--- src/rtl/dfr_pkg.sv ---
// Shared types for the DFR phase sequencer: externally visible phase codes and internal FSM states.
package dfr_pkg;

    localparam int PHASE_W = 3;

    typedef enum logic [PHASE_W-1:0] {
        IDLE  = 3'd0,
        CHECK = 3'd1,
        CLEAR = 3'd2,
        INIT  = 3'd3,
        RUN   = 3'd4,
        DRAIN = 3'd5,
        MM    = 3'd6,
        DONE  = 3'd7
    } phase_t;

    typedef enum logic [3:0] {
        S_IDLE,
        S_CHECK,
        S_CLEAR,
        S_INIT,
        S_RUN,
        S_DRAIN,
        S_MM_START,
        S_MM_WAIT,
        S_DONE,
        S_ABORT
    } state_t;

    // ABORT is transient and reports IDLE so software never sees a half-cancelled run.
    function automatic phase_t state_to_phase(input state_t s);
        case (s)
            S_CHECK:    return CHECK;
            S_CLEAR:    return CLEAR;
            S_INIT:     return INIT;
            S_RUN:      return RUN;
            S_DRAIN:    return DRAIN;
            S_MM_START,
            S_MM_WAIT:  return MM;
            S_DONE:     return DONE;
            default:    return IDLE;
        endcase
    endfunction

endpackage

--- src/rtl/dfr_delay_line.sv ---
// Single-bit shift pipe used to align issue strobes with RAM and reservoir latency.
module dfr_delay_line #(
    parameter int DEPTH = 1
) (
    input  logic clk,
    input  logic rst,
    input  logic flush,
    input  logic din,
    output logic dout
);

    logic [DEPTH-1:0] pipe_q;

    // NOTE: non-blocking assignments make every stage sample the previous stage's old value.
    always_ff @(posedge clk or posedge rst) begin
        if (rst) begin
            pipe_q <= '0;
        end else if (flush) begin
            pipe_q <= '0;
        end else begin
            pipe_q[0] <= din;
            for (int i = 1; i < DEPTH; i++) begin
                pipe_q[i] <= pipe_q[i-1];
            end
        end
    end

    assign dout = pipe_q[DEPTH-1];

endmodule

--- src/rtl/dfr_phase_sequencer.sv ---
// Sequences one DFR run: config check, reservoir clear, warm-up, sampled run with history capture, matrix multiply.
module dfr_phase_sequencer
    import dfr_pkg::*;
#(
    parameter int ADDR_WIDTH  = 16,
    parameter int CNT_WIDTH   = 32,
    parameter int RD_LATENCY  = 1,
    parameter int RES_LATENCY = 1
) (
    input  logic                  clk,
    input  logic                  rst,
    input  logic                  start,
    input  logic                  abort,
    input  logic [CNT_WIDTH-1:0]  cfg_init_steps,
    input  logic [ADDR_WIDTH-1:0] cfg_steps_per_sample,
    input  logic [ADDR_WIDTH-1:0] cfg_num_samples,
    input  logic [ADDR_WIDTH-1:0] cfg_num_outputs,
    input  logic                  cfg_skip_mm,
    output logic                  busy,
    output logic                  done,
    output logic                  err,
    output logic [PHASE_W-1:0]    phase,
    output logic [ADDR_WIDTH-1:0] input_addr,
    output logic                  reservoir_en,
    output logic                  reservoir_rst,
    output logic                  history_wen,
    output logic [ADDR_WIDTH-1:0] history_addr,
    output logic                  mm_start,
    output logic                  mm_rst,
    input  logic                  mm_busy,
    output logic [ADDR_WIDTH-1:0] mm_x_rows,
    output logic [ADDR_WIDTH-1:0] mm_x_cols,
    output logic [ADDR_WIDTH-1:0] mm_y_cols
);

    localparam int WEN_DEPTH = RD_LATENCY + RES_LATENCY;
    localparam int DRAIN_W   = $clog2(WEN_DEPTH) + 1;
    localparam logic [2*ADDR_WIDTH-1:0] MAX_TOTAL =
        {{(ADDR_WIDTH-1){1'b0}}, 1'b1, {ADDR_WIDTH{1'b0}}};

    state_t                  state_q;
    logic                    start_q;
    logic                    busy_q, done_q, err_q;
    logic                    res_rst_q, mm_rst_q, mm_start_q, mm_first_q;
    logic                    issue_q, run_issue_q;
    logic [ADDR_WIDTH-1:0]   addr_q, hist_addr_q;
    logic [CNT_WIDTH-1:0]    init_cfg_q, init_cnt_q;
    logic [ADDR_WIDTH-1:0]   steps_q, samples_q, outputs_q;
    logic                    skip_mm_q;
    logic [ADDR_WIDTH:0]     total_q, run_cnt_q;
    logic [DRAIN_W-1:0]      drain_cnt_q;

    logic [2*ADDR_WIDTH-1:0] total_d;
    logic                    cfg_ok;
    logic                    start_edge;
    logic                    abort_hit;
    logic                    res_en_w, hist_wen_w;

    // Full-width product so that oversized runs are caught rather than silently wrapped.
    assign total_d    = {{ADDR_WIDTH{1'b0}}, steps_q} * {{ADDR_WIDTH{1'b0}}, samples_q};
    assign cfg_ok     = (steps_q != '0) && (samples_q != '0) && (total_d <= MAX_TOTAL);
    assign start_edge = start && !start_q;
    assign abort_hit  = abort && (state_q != S_IDLE) && (state_q != S_ABORT);

    dfr_delay_line #(.DEPTH(RD_LATENCY)) u_en_delay (
        .clk   (clk),
        .rst   (rst),
        .flush (abort_hit),
        .din   (issue_q),
        .dout  (res_en_w)
    );

    dfr_delay_line #(.DEPTH(WEN_DEPTH)) u_wen_delay (
        .clk   (clk),
        .rst   (rst),
        .flush (abort_hit),
        .din   (run_issue_q),
        .dout  (hist_wen_w)
    );

    always_ff @(posedge clk or posedge rst) begin
        if (rst) begin
            state_q     <= S_IDLE;
            start_q     <= 1'b0;
            busy_q      <= 1'b0;
            done_q      <= 1'b0;
            err_q       <= 1'b0;
            res_rst_q   <= 1'b0;
            mm_rst_q    <= 1'b0;
            mm_start_q  <= 1'b0;
            mm_first_q  <= 1'b0;
            issue_q     <= 1'b0;
            run_issue_q <= 1'b0;
            addr_q      <= '0;
            hist_addr_q <= '0;
            init_cfg_q  <= '0;
            init_cnt_q  <= '0;
            steps_q     <= '0;
            samples_q   <= '0;
            outputs_q   <= '0;
            skip_mm_q   <= 1'b0;
            total_q     <= '0;
            run_cnt_q   <= '0;
            drain_cnt_q <= '0;
        end else begin
            start_q <= start;
            if (hist_wen_w) begin
                hist_addr_q <= hist_addr_q + 1'b1;
            end

            if (abort_hit) begin
                state_q     <= S_ABORT;
                busy_q      <= 1'b0;
                done_q      <= 1'b0;
                mm_start_q  <= 1'b0;
                issue_q     <= 1'b0;
                run_issue_q <= 1'b0;
                res_rst_q   <= 1'b1;
                mm_rst_q    <= 1'b1;
            end else begin
                case (state_q)
                    S_IDLE: begin
                        if (start_edge) begin
                            init_cfg_q <= cfg_init_steps;
                            steps_q    <= cfg_steps_per_sample;
                            samples_q  <= cfg_num_samples;
                            outputs_q  <= cfg_num_outputs;
                            skip_mm_q  <= cfg_skip_mm;
                            err_q      <= 1'b0;
                            busy_q     <= 1'b1;
                            state_q    <= S_CHECK;
                        end
                    end
                    S_CHECK: begin
                        if (cfg_ok) begin
                            total_q   <= total_d[ADDR_WIDTH:0];
                            res_rst_q <= 1'b1;
                            mm_rst_q  <= 1'b1;
                            state_q   <= S_CLEAR;
                        end else begin
                            err_q   <= 1'b1;
                            done_q  <= 1'b1;
                            state_q <= S_DONE;
                        end
                    end
                    S_CLEAR: begin
                        res_rst_q   <= 1'b0;
                        mm_rst_q    <= 1'b0;
                        addr_q      <= '0;
                        hist_addr_q <= '0;
                        init_cnt_q  <= '0;
                        run_cnt_q   <= '0;
                        issue_q     <= 1'b1;
                        if (init_cfg_q == '0) begin
                            run_issue_q <= 1'b1;
                            state_q     <= S_RUN;
                        end else begin
                            state_q     <= S_INIT;
                        end
                    end
                    S_INIT: begin
                        addr_q <= addr_q + 1'b1;
                        if (init_cnt_q == init_cfg_q - 1'b1) begin
                            run_issue_q <= 1'b1;
                            state_q     <= S_RUN;
                        end else begin
                            init_cnt_q  <= init_cnt_q + 1'b1;
                        end
                    end
                    S_RUN: begin
                        addr_q <= addr_q + 1'b1;
                        if (run_cnt_q == total_q - 1'b1) begin
                            issue_q     <= 1'b0;
                            run_issue_q <= 1'b0;
                            drain_cnt_q <= '0;
                            state_q     <= S_DRAIN;
                        end else begin
                            run_cnt_q   <= run_cnt_q + 1'b1;
                        end
                    end
                    // The last history write leaves the pipe after exactly WEN_DEPTH drain cycles.
                    S_DRAIN: begin
                        if (drain_cnt_q == DRAIN_W'(WEN_DEPTH - 1)) begin
                            if (skip_mm_q) begin
                                done_q     <= 1'b1;
                                state_q    <= S_DONE;
                            end else begin
                                mm_start_q <= 1'b1;
                                state_q    <= S_MM_START;
                            end
                        end else begin
                            drain_cnt_q <= drain_cnt_q + 1'b1;
                        end
                    end
                    S_MM_START: begin
                        mm_start_q <= 1'b0;
                        mm_first_q <= 1'b1;
                        state_q    <= S_MM_WAIT;
                    end
                    // The multiplier raises busy a cycle after start, so the first sample is skipped.
                    S_MM_WAIT: begin
                        if (mm_first_q) begin
                            mm_first_q <= 1'b0;
                        end else if (!mm_busy) begin
                            done_q  <= 1'b1;
                            state_q <= S_DONE;
                        end
                    end
                    S_DONE: begin
                        done_q  <= 1'b0;
                        busy_q  <= 1'b0;
                        state_q <= S_IDLE;
                    end
                    S_ABORT: begin
                        res_rst_q <= 1'b0;
                        mm_rst_q  <= 1'b0;
                        state_q   <= S_IDLE;
                    end
                    default: state_q <= S_IDLE;
                endcase
            end
        end
    end

    assign busy          = busy_q;
    assign done          = done_q;
    assign err           = err_q;
    assign phase         = state_to_phase(state_q);
    assign input_addr    = addr_q;
    assign reservoir_en  = res_en_w;
    assign reservoir_rst = res_rst_q;
    assign history_wen   = hist_wen_w;
    assign history_addr  = hist_addr_q;
    assign mm_start      = mm_start_q;
    assign mm_rst        = mm_rst_q;
    assign mm_x_rows     = samples_q;
    assign mm_x_cols     = steps_q;
    assign mm_y_cols     = outputs_q;

endmodule
--- config.mk ---
export PLATFORM = sky130hd
export DESIGN_NAME = dfr_phase_sequencer
export DESIGN_NICKNAME = d
export VERILOG_FILES = /design/src/rtl/dfr_pkg.sv /design/src/rtl/dfr_delay_line.sv /design/src/rtl/dfr_phase_sequencer.sv
export SDC_FILE = /design/constraint.sdc
export NUM_CORES = 1
export LEC_CHECK = 0
export ABC_AREA = 0
export BUFFER_PORTS_ARGS = -buffer_cell sky130_fd_sc_hd__buf_2
export CAP_MARGIN = 15
export CORE_MARGIN = 2
export CORE_UTILIZATION = 62
export CTS_CLUSTER_DIAMETER = 200
export DETAILED_ROUTE_END_ITERATION = 12
export PLACE_DENSITY = 0.83
export SLEW_MARGIN = 10
export SYNTH_ARGS = -nofsm -noshare
export SYNTH_HDL_FRONTEND = slang
export SYNTH_SLANG_ARGS = --single-unit
--- constraint.sdc ---
create_clock -name clk -period 8.3 [get_ports clk]
set_input_delay 0.415 -clock clk [delete_from_list [all_inputs] [get_ports clk]]
set_output_delay 0.415 -clock clk [all_outputs]
set_load 0.005 [all_outputs]
# ---- Word level (Yosys, flattened, before mapping)
# Memories as Yosys holds them, arrays and structs flattened.
# Index checks and enable logic that the tools add are counted.
dict set report classes {
  mux 51
  n_mul 1
  add_sub_neg 7
  bitwise 1
  n_reduce_logical 40
  order_cmp 1
  n_eq_ne 30
}
# op n
set ops {}
lappend ops {{32-bit one-hot mux with 2 select lines} 1}
lappend ops {{16-bit 2-to-1 mux} 3}
lappend ops {{4-bit 2-to-1 mux} 9}
lappend ops {{17-bit one-hot mux with 2 select lines} 1}
lappend ops {{3-bit inequality test, second input constant} 11}
lappend ops {{16-bit by 1-bit adder with 16-bit output, second input constant} 2}
lappend ops {{32-bit by 1-bit adder with 32-bit output, second input constant} 1}
lappend ops {{32-bit == test} 1}
lappend ops {{32-bit by 17-bit less-or-equal comparator with 1-bit output, second input constant} 1}
lappend ops {{32-bit logical NOT} 1}
lappend ops {{16-bit by 16-bit multiplier with 32-bit output} 1}
lappend ops {{32-bit 2-to-1 mux} 1}
lappend ops {{16-bit one-hot mux with 2 select lines} 1}
lappend ops {{4-bit one-hot mux with 8 select lines} 1}
lappend ops {{16-bit nonzero test} 2}
lappend ops {{32-bit by 1-bit subtractor with 32-bit output, second input constant} 1}
lappend ops {{1-bit 2-to-1 mux} 20}
lappend ops {{17-bit by 1-bit adder with 17-bit output, second input constant} 1}
lappend ops {{17-bit == test} 1}
lappend ops {{17-bit 2-to-1 mux} 1}
lappend ops {{17-bit by 1-bit subtractor with 17-bit output, second input constant} 1}
lappend ops {{4-bit by 3-bit == test with 1-bit output, second input constant} 4}
lappend ops {{3-bit AND reduction} 5}
lappend ops {{2-bit inequality test, second input constant} 6}
lappend ops {{other kinds (24)} 54}
dict set report word_totals {
  rom_bits 48
  regBits 197
  mem_count 1
  elab_cells 155
}
# memory words width rd rd_ports_with_merged_regs wr line
set mem_list {}
lappend mem_list {{(no name shown)} 16 3 1 0 0 dfr_pkg.sv:32} ;# case (s)

# ---- Depth between registers and ports, before layout
dict set report depth {
  word_depth 6
  mapped_depth 27
  mapped_depth_nobuf 24
}

# ---- Modules after synthesis
# A second synthesis with hierarchy kept.
dict set report hier_totals {
  cells_unflattened 2172
  area_unflattened_um2 20030.5
}
# mod cells_per_inst n_inst area_each_um2 seq_area_each_um2
set by_module_without_submodules {}
lappend by_module_without_submodules {dfr_phase_sequencer 2164 1 19921.6 4854.7}
lappend by_module_without_submodules {{dfr_delay_line at u_wen_delay} 5 1 66.3 50.0}
lappend by_module_without_submodules {{dfr_delay_line at u_en_delay} 3 1 42.5 25.0}

# ---- Worst setup path after synthesis
# No wires, ideal clock.
dict set report synth_timing {
  path_type {register to register}
  from {register samples_q[1] (netlist: mm_x_rows[1])}
  to {register total_q[14]}
  stages_incl_launch_ff 25
  slack_ns 1.013
  setup_ns 0.125
  period_less_slack_ns 7.287
  arrival_time_ns 7.162
  required_time_ns 8.175
  n_path_buf 3
  path_cell_list {dfrtp_1 -> clkbuf_1 -> clkbuf_1 -> nand2_1 -> fa_1 -> fa_1 -> fa_1 -> fa_1 -> inv_1 -> fa_1 -> inv_1 -> fa_1 -> inv_1 -> ha_1 -> a21oi_1 -> o21bai_1 -> a211oi_1 -> and2_1 -> xnor2_1 -> or4_1 -> a2111oi_1 -> nand4_2 -> nor2_4 -> buf_6 -> mux2_2}
}
dict set report synth_via {
  elab_chain_cells 4
  word_cells_on_any_way 6
  classes_between {mul: 1; order compare: 1; reduce/logical: 4}
}
# element line
set synth_rtl {}
lappend synth_rtl {{start, declared} dfr_phase_sequencer.sv:48} ;# logic [ADDR_WIDTH-1:0] steps_q, samples_q, outputs_q;
lappend synth_rtl {{start signal, assigned} dfr_phase_sequencer.sv:126} ;# samples_q <= cfg_num_samples;
lappend synth_rtl {{16-bit by 16-bit multiplier with 32-bit output or 16-bit nonzero test (tied branches)} {dfr_phase_sequencer.sv:60, dfr_phase_sequencer.sv:61}}
lappend synth_rtl {{32-bit by 17-bit less-or-equal comparator with 1-bit output or 1-bit logical AND (tied branches)} dfr_phase_sequencer.sv:61} ;# assign cfg_ok = (steps_q != '0) && (samples_q != '0) && (total_d <= MAX_TOTAL);
lappend synth_rtl {{1-bit logical AND} dfr_phase_sequencer.sv:61}
lappend synth_rtl {{3-bit AND reduction (no line)} --}
lappend synth_rtl {{end signal, assigned} dfr_phase_sequencer.sv:136} ;# total_q <= total_d[ADDR_WIDTH:0];
lappend synth_rtl {{end, declared} dfr_phase_sequencer.sv:50} ;# logic [ADDR_WIDTH:0] total_q, run_cnt_q;
# Parallel ways exist; a longest one is shown, timed or not.
# A chain may end at the register's enable or synchronous reset.

# ---- Worst setup path in the final report
dict set report layout_timing {
  from {register steps_q[8] (netlist: mm_x_cols[8])}
  to {register total_q[9]}
}
dict set report layout_via {
  elab_chain_cells 4
  word_cells_on_any_way 6
  classes_between {mul: 1; order compare: 1; reduce/logical: 4}
}
# element line
set layout_rtl {}
lappend layout_rtl {{start, declared} dfr_phase_sequencer.sv:48}
lappend layout_rtl {{start signal, assigned} dfr_phase_sequencer.sv:125} ;# steps_q <= cfg_steps_per_sample;
lappend layout_rtl {{16-bit by 16-bit multiplier with 32-bit output or 16-bit nonzero test (tied branches)} {dfr_phase_sequencer.sv:60, dfr_phase_sequencer.sv:61}}
lappend layout_rtl {{32-bit by 17-bit less-or-equal comparator with 1-bit output or 1-bit logical AND (tied branches)} dfr_phase_sequencer.sv:61}
lappend layout_rtl {{1-bit logical AND} dfr_phase_sequencer.sv:61}
lappend layout_rtl {{3-bit AND reduction (no line)} --}
# Parallel ways exist; a longest one is shown, timed or not.

==> impl_metrics.csv <==
group,metric,value,unit
status,status,"finished clean",
global_routing,grt_pass1_wl,85.8,mm
cells_and_area,nNetsFinal,2665,
drt,drt-initial-drc-count,1329,
synth,muxShareOfSynthArea,5.92,%
drt,vias_per_cell,6.14,
cts,cts_tree,"done",
sta,grt_setup_unrepaired,"no",
cts,cts-root-buf,"clkbuf_16",
place,io_buffer_count,176,
sta,final_max_slew_viol_count,0,
drt,drc,0,
floorplanning,core_area,0.0316,mm²
cells_and_area,final-seq-area,0.00493,mm²
drt,wirelength,51.2,mm
synth,synth-seq-cells,197,
cells_and_area,syn2layout_area_growth,8.82,%
setup_path,crit_path_start_kind,"flip-flop",
synth,synth_area_per_cell,9.14,µm²
cts,cts.sinks,197,
setup_path,critPathMaxFanout,16,
synth,synth_flop_cell,"dfrtp_1",
place,place_hpwl,38.6,mm
cts,cts_buffers,17,
sta,setup_ws,0.458,ns
setup_path,cp.required,8.65,ns
cts,htree_num_levels,4,
place,pre_cts_slack,0.340,ns
synth,seq_area_frac_synth,24.9,%
drt,ant_nets,0,
synth,yosys.area.top_type,"dfrtp_1",
cts,path_clk_slew,0.08,ns
synth,synth_enable_flop_cells,0,
flow_run,drv_cap,0,
synth,ys_async_sr_fraction,100,%
synth,synth_top_area_share,24.9,%
worst_hold_path,hp-class,"input port to flip-flop",
sta,skew,0.0171,ns
synth,syn_nets,2560,
floorplanning,die-area,0.0334,mm²
drt,vias,16500,
setup_path,cp-end-kind,"flip-flop",
sta,fmax,128,MHz
global_routing,grt_antenna_before_repair,0,
cts,clock_path_buffers,2,
synth,synth_cell_type_count,90,
synth,synthAdderAreaFrac,26.6,%
global_routing,grt_pass1_vias,17400,
sta,fin_crit,7.84,ns
sta,slew-limit-headroom,37.8,%
synth,synth-compound-area-share,8.75,%
sta,worstMarginPinSlew,0.932,ns
cells_and_area,fill_cells,2393,
drt,detail_route.wl_per_cell,19.1,µm
sta,finalHoldViolCount,0,
worst_hold_path,whs_path_depth,1,
floorplanning,initial_core_util,62.8,%
drt,drt-pass1-iter-count,5,
cells_and_area,drive_gt1_share,16.1,%
synth,synth_simple_gate_area_share,20.8,%
floorplanning,chipHeight,183,µm
sta,fin_setup_tns,0,ns
place,gp_congestion,0.954,
global_routing,grtUsageTotal,32.2,%
synth,synth_top_family_by_area,"adder cells",
synth,ys_warn_count,0,
floorplanning,ios,177,
synth,synthTopCellsByArea,"dfrtp_1 (25%), fa_1 (20%), ha_1 (7.0%)",
cts,clk_latency,0.47,ns
setup_path,critPathKind,"flip-flop to flip-flop",
sta,finalSetupViolations,0,
floorplanning,rows,65,
cells_and_area,diodes,0,
global_routing,grt_start_max_net_pins,125,
sta,finalCritPeriodShare,94.5,%
setup_path,r2r_cells,24,
synth,synth_xor_area_share,5.43,%
setup_path,worstPathArrival,8.19,ns
synth,syn_inst,2169,
global_routing,overflow,0,
floorplanning,die_w,183,µm
cells_and_area,multi_input_area,0.0134,mm²
synth,synth_area,0.0198,mm²
-- stage by stage --
step	area (µm²)	cells	hold WS, ns	util (%)
floorplan	19800	2169	0.428	-
global placement	20900	2656	0.443	66.3
detailed placement	20900	2656	0.445	66.3
CTS	21500	2688	0.0622	68.3
global route	21600	2689	0.0640	68.4
finish	21600	2689	0.0765	68.4
-- cells by family (layout without fill, tap and decap cells) --
group,after synthesis,in the layout
xor gates and xnor gates,122,122
and+or+nand+nor,794,794
buffers and inverters,382,500
muxes,105,105
DFF,197,197
adders and majority gates,305,305
AOI/OAI and AO/OA,264,264
-- worst max-delay path: stages (launching register included) --
cell and delay, ns:
dfrtp_1 0.60, buf_4 0.27, and2_1 0.17, fa_1 0.52, inv_1 0.05, fa_1 0.48, fa_1 0.53, inv_1 0.06
fa_1 0.49, fa_1 0.49, inv_1 0.05, fa_1 0.47, inv_1 0.04, ha_1 0.45, nand4_1 0.14, a211oi_1 0.43
o21a_1 0.22, o21a_1 0.14, o2111ai_1 0.12, or4_1 0.46, a2111oi_1 0.49, nand4_2 0.32, nor2_4 0.21, buf_12 0.16
mux2_2 0.34
-- cell type report --
| type | count | area share [%] |
|---|---|---|
| well taps | 402 | 2.33 |
| inverters | 265 | 4.65 |
| flip-flops and latches | 197 | 22.9 |
| multi-input cells | 1590 | 62.1 |
| clock inverters | 14 | 0.835 |
| repair buffers | 203 | 5.14 |
| clock buffers | 18 | 2.04 |
-- repair_timing --
item | in CTS | in global routing
resized for setup | 0 | 4
endpoints found under the setup margin | 0 | 14
hold buffers | 0 | 0
setup buffers | 0 | 1
-- registers in the layout (all words and copies together) (netlist names), 4 cells and up --
register / count
mm_x_cols: 16
run_cnt_q: 17
init_cnt_q: 32
init_cfg_q: 32
history_addr: 16
mm_x_rows: 16
mm_y_cols: 16
total_q: 17
state_q: 4
input_addr: 16
-- per-layer routing --
| metal | global-route usage, % | share of wire, % | vias up |
|---|---|---|---|
| met5 | 0 | 0 | - |
| met4 | 13.5 | 3.7 | 0 |
| met3 | 5.86 | 7.2 | 159 |
| met2 | 54.1 | 49 | 746 |
| met1 | 41.5 | 40 | 8197 |
| li1 | - | - | 7410 |
-- cells in the mapped netlist, types with 5 or more instances --
| cell | instances |
|---|---|
| or4_1 | 22 |
| or3_1 | 31 |
| mux2i_1 | 10 |
| mux2_2 | 89 |
| mux2_1 | 5 |
| nand3_1 | 53 |
| o211ai_1 | 17 |
| ha_1 | 111 |
| nor2_1 | 111 |
| or2_2 | 6 |
| clkbuf_1 | 100 |
| o21bai_1 | 7 |
| xnor2_1 | 62 |
| nor3_1 | 36 |
| nor2b_1 | 10 |
| o21ai_0 | 61 |
| a21o_1 | 5 |
| fa_1 | 194 |
| and2_1 | 125 |
| inv_1 | 264 |
| a211oi_1 | 9 |
| a21oi_1 | 73 |
| buf_2 | 5 |
| and3_1 | 24 |
| nand4_1 | 34 |
| nand2_1 | 258 |
| nand2b_1 | 9 |
| o21a_1 | 9 |
| dfrtp_1 | 197 |
| o31ai_1 | 9 |
| nor4_1 | 35 |
| xor2_1 | 59 |
| nor3b_1 | 8 |
| a31oi_1 | 13 |
| buf_6 | 7 |
| and4_1 | 7 |
-- path summary, 6_finish.rpt --
| check | from | end | slack [ns] |
|---|---|---|---|
| worst max register to register | mm_x_cols[8] | total_q[9] | 0.46 |
| min in group asynchronous | rst | mm_x_rows[10] | 0.12 |
| max in group asynchronous | rst | init_cnt_q[0] | 6.64 |
| worst max-delay path | mm_x_cols[8] | total_q[9] | 0.46 |
| worst min-delay path | start | start_q | 0.08 |
| worst min register to register | u_wen_delay.pipe_q[0] | u_wen_delay.pipe_q[1] | 0.47 |
-- placed cells by master (no fill, tap or decap), types with 9 or more instances in the layout --
master,instances
inv_1,263
nand2_1,258
fa_1,194
dfrtp_1,194
buf_2,176
and2_1,125
ha_1,111
nor2_1,110
mux2_2,89
a21oi_1,73
xnor2_1,62
o21ai_0,61
xor2_1,59
nand3_1,52
nor3_1,36
nor4_1,35
nand4_1,34
or3_1,31
buf_4,25
and3_1,24
or4_1,22
o211ai_1,17
clkbuf_16,17
a31oi_1,13
nor2b_1,10
mux2i_1,10
nand2b_1,9
o21a_1,9
o31ai_1,9
Power is left out: the tool's default activity adds up to more than one toggle a clock period on the data nets, which glitch-free logic cannot reach.
